===== src/rtl/commit_trace_fifo.sv =====
// commit_trace_fifo: FWFT buffer of retired instructions tagged with sequence numbers, with drop accounting.
// Define COMMIT_TRACE_SKIP_X0_EN to ignore commits whose destination is x0.
module commit_trace_fifo #(
  parameter int DEPTH = 16,
  parameter int SEQ_W = 32
) (
  input  logic                     clock,
  input  logic                     reset,
  input  logic                     debug_commit,
  input  logic [63:0]              debug_pc,
  input  logic [4:0]               debug_reg_num,
  input  logic [63:0]              debug_wdata,
  input  logic                     clear,
  output logic                     trace_valid,
  input  logic                     trace_ready,
  output logic [63:0]              trace_pc,
  output logic [4:0]               trace_reg_num,
  output logic [63:0]              trace_wdata,
  output logic [SEQ_W-1:0]         trace_seq,
  output logic [$clog2(DEPTH):0]   count,
  output logic                     overflow,
  output logic [SEQ_W-1:0]         drop_cnt
);
  localparam int AW = $clog2(DEPTH);
  localparam logic [AW:0] FULL = (AW+1)'(DEPTH);
  logic [63:0]      r_pc  [DEPTH];
  logic [4:0]       r_rd  [DEPTH];
  logic [63:0]      r_wd  [DEPTH];
  logic [SEQ_W-1:0] r_sq  [DEPTH];
  logic [AW-1:0]    r_wr_ptr, r_rd_ptr;
  logic [AW:0]      r_count;
  logic [SEQ_W-1:0] r_seq, r_drop;
  logic             r_ovf;
  logic             w_elig, w_empty, w_full, w_pop, w_push, w_drop, w_wr;
`ifdef COMMIT_TRACE_SKIP_X0_EN
  assign w_elig = debug_commit && (debug_reg_num != 5'd0);
`else
  assign w_elig = debug_commit;
`endif
  assign w_empty = (r_count == '0);
  assign w_full  = (r_count == FULL);
  assign w_pop   = !w_empty && trace_ready;
  // a pop frees the head slot in the same edge, so a full FIFO still accepts
  assign w_push  = w_elig && (!w_full || w_pop);
  assign w_drop  = w_elig && w_full && !w_pop;
  assign w_wr    = w_push && !reset && !clear;
  always_ff @(posedge clock) begin
    if (w_wr) begin
      r_pc[r_wr_ptr] <= debug_pc;
      r_rd[r_wr_ptr] <= debug_reg_num;
      r_wd[r_wr_ptr] <= debug_wdata;
      r_sq[r_wr_ptr] <= r_seq;
    end
  end
  always_ff @(posedge clock) begin
    if (reset || clear) begin
      r_wr_ptr <= '0;
      r_rd_ptr <= '0;
      r_count  <= '0;
      r_seq    <= '0;
      r_drop   <= '0;
      r_ovf    <= 1'b0;
    end else begin
      if (w_push) r_wr_ptr <= r_wr_ptr + 1'b1;
      if (w_pop) r_rd_ptr <= r_rd_ptr + 1'b1;
      r_count <= (w_push && !w_pop) ? r_count + 1'b1 :
                 (!w_push && w_pop) ? r_count - 1'b1 : r_count;
      if (w_elig) r_seq <= r_seq + SEQ_W'(1);
      if (w_drop) begin
        r_drop <= (&r_drop) ? r_drop : r_drop + SEQ_W'(1);
        r_ovf  <= 1'b1;
      end
    end
  end
  assign trace_valid   = !w_empty;
  assign trace_pc      = w_empty ? '0 : r_pc[r_rd_ptr];
  assign trace_reg_num = w_empty ? '0 : r_rd[r_rd_ptr];
  assign trace_wdata   = w_empty ? '0 : r_wd[r_rd_ptr];
  assign trace_seq     = w_empty ? '0 : r_sq[r_rd_ptr];
  assign count         = r_count;
  assign overflow      = r_ovf;
  assign drop_cnt      = r_drop;
endmodule


===== config.mk =====
export PLATFORM = sky130hd
export DESIGN_NAME = commit_trace_fifo
export DESIGN_NICKNAME = d
export VERILOG_FILES = /design/src/rtl/commit_trace_fifo.sv
export SDC_FILE = /design/constraint.sdc
export NUM_CORES = 2
export LEC_CHECK = 0
export ABC_CLOCK_PERIOD_IN_PS = 36200
export BUFFER_PORTS_ARGS = -buffer_cell sky130_fd_sc_hd__buf_2
export CELL_PAD_IN_SITES_DETAIL_PLACEMENT = 0
export CELL_PAD_IN_SITES_GLOBAL_PLACEMENT = 1
export CORE_MARGIN = 2
export CORE_UTILIZATION = 45
export DETAILED_ROUTE_END_ITERATION = 16
export PLACE_DENSITY = 0.77
export SYNTH_ARGS = -nofsm -noshare
export SYNTH_HDL_FRONTEND = slang
export SYNTH_SLANG_ARGS = --single-unit

===== constraint.sdc =====
create_clock -name clock -period 36.2 [get_ports clock]
set_input_delay 1.81 -clock clock [delete_from_list [all_inputs] [get_ports clock]]
set_output_delay 1.81 -clock clock [all_outputs]
set_load 0.02 [all_outputs]

==> metrics.md <==
| Metric | Value |
|---|---|
| Postcts setup bufs | 0 |
| Worst R2R End | r_pc[13][53] |
| Row count | 176 |
| Critical path's slowest cell | dfxtp_4 |
| Area of the die | 0.234 mm² |
| Total GRT Usage | 0.201 |
| Design Power | 6.81 mW |
| PD cells | 57.5 mW/mm² |
| CP endpoint kind | output pin |
| Area Growth Syn to Fin | 14.2% |
| Avg Cell Area, Syn | 24.0 µm² |
| Resize count post-CTS | 0 |
| Leakage | 36.1 nW |
| Mapped Nets | 4472 |
| GPL Wtd Cong | 0.740 |
| First-iteration detailed-routing DRC count | 5266 |
| Hold Vio Cnt, Final | 0 |
| Multi-input logic area | 0.0220 mm² |
| Synth warn | 0 |
| Fmax achieved | 0.129 GHz |
| Clk_skew | 49.1 ps |
| Worst hold path type | flip-flop to flip-flop |
| Worst reg2reg setup slack | 31090 ps |
| Post-route clock period utilization | 0.214 |
| Total grt overflow | 0 |
| Worst-path clk slew | 60 ps |
| Initial antenna violation count | 52 |
| Actual slew at the worst max-slew pin | 1220 ps |
| Min-delay src | overflow |
| Syn Std Cell Area | 0.104 mm² |
| Worst-case clock buffer depth | 4 |
| Top cells by area, synth | edfxtp_1, mux4_2, dfxtp_1 |
| Reg area | 0.0809 mm² |
| Vias | 48000 |
| Final setup viols | 0 |
| Primary flip-flop cell chosen by synthesis mapping | edfxtp_1 |
| Final ANT Viol Nets | 0 |
| Min Tclk post-route | 7760 ps |
| Total CTS buffers | 293 |
| Mapped Cells | 4321 |
| Max incr delay on CP | 970 ps |
| Die X | 484 µm |
| Share of layout cells above drive strength 1 | 0.335 |
| Yosys reg bits | 2722 |
| Seq/Total Area, Yosys | 0.780 |
| Max rail drop VDD | 33.9 µV |
| Post-synth ARST share | 0 |
| Most used cell, CP | buf_4 |
| DR vias/cell | 5.94 |
| Placed Instances | 7556 |
| Count of cell types in the netlist | 47 |
| Initial Util | 0.452 |
| Clock Tree Root | clkbuf_16 |
| Layout Nets | 4976 |
| DRC violations left | 0 |
| Synth area leader | edfxtp_1 |
| Reg2reg start | count[1] |
| Drt pass-1 iters | 5 |
| Setup_tns | 0 ps |
| Most common cell after layout, fill and taps aside | edfxtp_1 |
| Max-cap violations | 0 |
| CTS tree | done |
| Dpl hpwl | 118 mm |
| Hold_ws | 480 ps |
| RSZ-0062 raised after global routing | no |
| Vias in the first global route | 49300 |
| Ports | 342 |
| Post-route insts no fill | 8071 |
| Port-buffer cells | 341 |
| Max Slew Vio Count | 0 |
| Crit Path Max Fanout | 48 |
| Most frequent cells in the layout | edfxtp_1, mux4_2, buf_2 |
| H-tree depth | 5 |
| Core area | 0.230 mm² |
| Die H | 484 µm |
| Status | finished, final reports clean |
| Filler Cells Inserted | 17400 |
| FF-to-FF path depth | 8 |
| DR WL/cell | 29.2 µm |
| Data required, critical path | 34390 ps |
| Crit-path cells | buf_4 -> buf_4 -> buf_4 -> mux4_2 -> mux4_2 -> and2_1 -> buf_2 |
| Hold Path End | overflow |
| Final Core Density | 0.516 |
| Critical path arrival | 5950 ps |
| First-pass GRT wire length | 343 mm |
| DRT Wirelength | 236 mm |
| WHS Path Cells | 2 |
| Worst-Skew Late Latency | 930 ps |
| Number of synthesized flops with an enable pin | 2640 |
| CP startpoint kind | flip-flop |
| Crit Path Class | flip-flop to output pin |
| Top-area cell type share of the netlist area | 0.764 |
| Worst rel slew slack | 0.185 |
| Clk sinks | 2722 |
| Largest net degree at the start of global routing | 162 |
| Hold_buf cts | 0 |
synth_stat cells (all sizes together), types with 11 or more instances:
cell type	number
mux4	825
inv	13
o21ai	26
ha	12
xnor2	11
or3	24
and2	170
edfxtp	2640
clkbuf	132
nor2	61
dfxtp	82
nand2	44
nand4	18
nand3	31
buf	93
xor2	20
a21oi	38
per-stage QoR:
step	setup slack, ps	area (µm²)
2_1_floorplan	21480	104000
3_3_place_gp	29180	109000
3_5_place_dp	29130	109000
4_1_cts	28130	118000
5_1_grt	27850	118000
6_report	28440	118000
sequential cells by signal, summed over array words and instances (netlist names), named ones only:
signal / cells
r_pc: 1024
r_wd: 1024
r_sq: 512
r_rd: 80
drop_cnt: 32
r_seq: 32
count: 5
r_rd_ptr: 4
r_wr_ptr: 4
overflow: 1
routing by layer:
metal,track usage,part of all wire
met1,0.288,0.41
met2,0.312,0.48
met3,0.0467,0.085
met4,0.0537,0.023
met5,0,0.00086
worst max-delay path, delay by kind of cell, from the launching register on:
| kind | cells | cell delay [ps] |
|---|---|---|
| DFF | 1 | 970 |
| muxes | 2 | 1160 |
| buffers and inverters | 4 | 2570 |
| and+or+nand+nor | 1 | 210 |
how the worst max path moves through the flow:
| stage | end | cells after the start |
|---|---|---|
| 5_1_grt | trace_wdata[24] | 7 |
| 4_1_cts | trace_wdata[24] | 7 |
| 3_5_place_dp | trace_wdata[24] | 7 |
| 6_report | trace_wdata[24] | 7 |
| 2_1_floorplan | r_pc[0][0] | 6 |
| 3_3_place_gp | trace_wdata[24] | 7 |
cell families after synthesis:
group | Yosys count | share of synthesized area
xor+xnor | 31 | 0.00262
simple gates | 400 | 0.0218
buf+inv | 238 | 0.00959
compound gates | 89 | 0.00506
mux | 828 | 0.179
flops | 2722 | 0.780
fa+ha+maj | 13 | 0.00164
power by group:
group | leakage (nW) | switching (mW) | internal (mW)
Sequential | 24.4 | 0.00778 | 3.45
Combinational | 7.24 | 0.293 | 0.183
Clock | 4.48 | 1.16 | 1.71
Total | 36.1 | 1.46 | 5.35
area by class of cell:
class,instances,share of cell area
antenna,17,0.000359
inverter,13,0.000412
clock buffer,347,0.0652
tap,3026,0.0320
clock inverter,151,0.0122
multi-input combinational,1361,0.185
sequential,2722,0.683
timing repair buffer,434,0.0211
No activity file was read; power rests on OpenSTA's default activity.
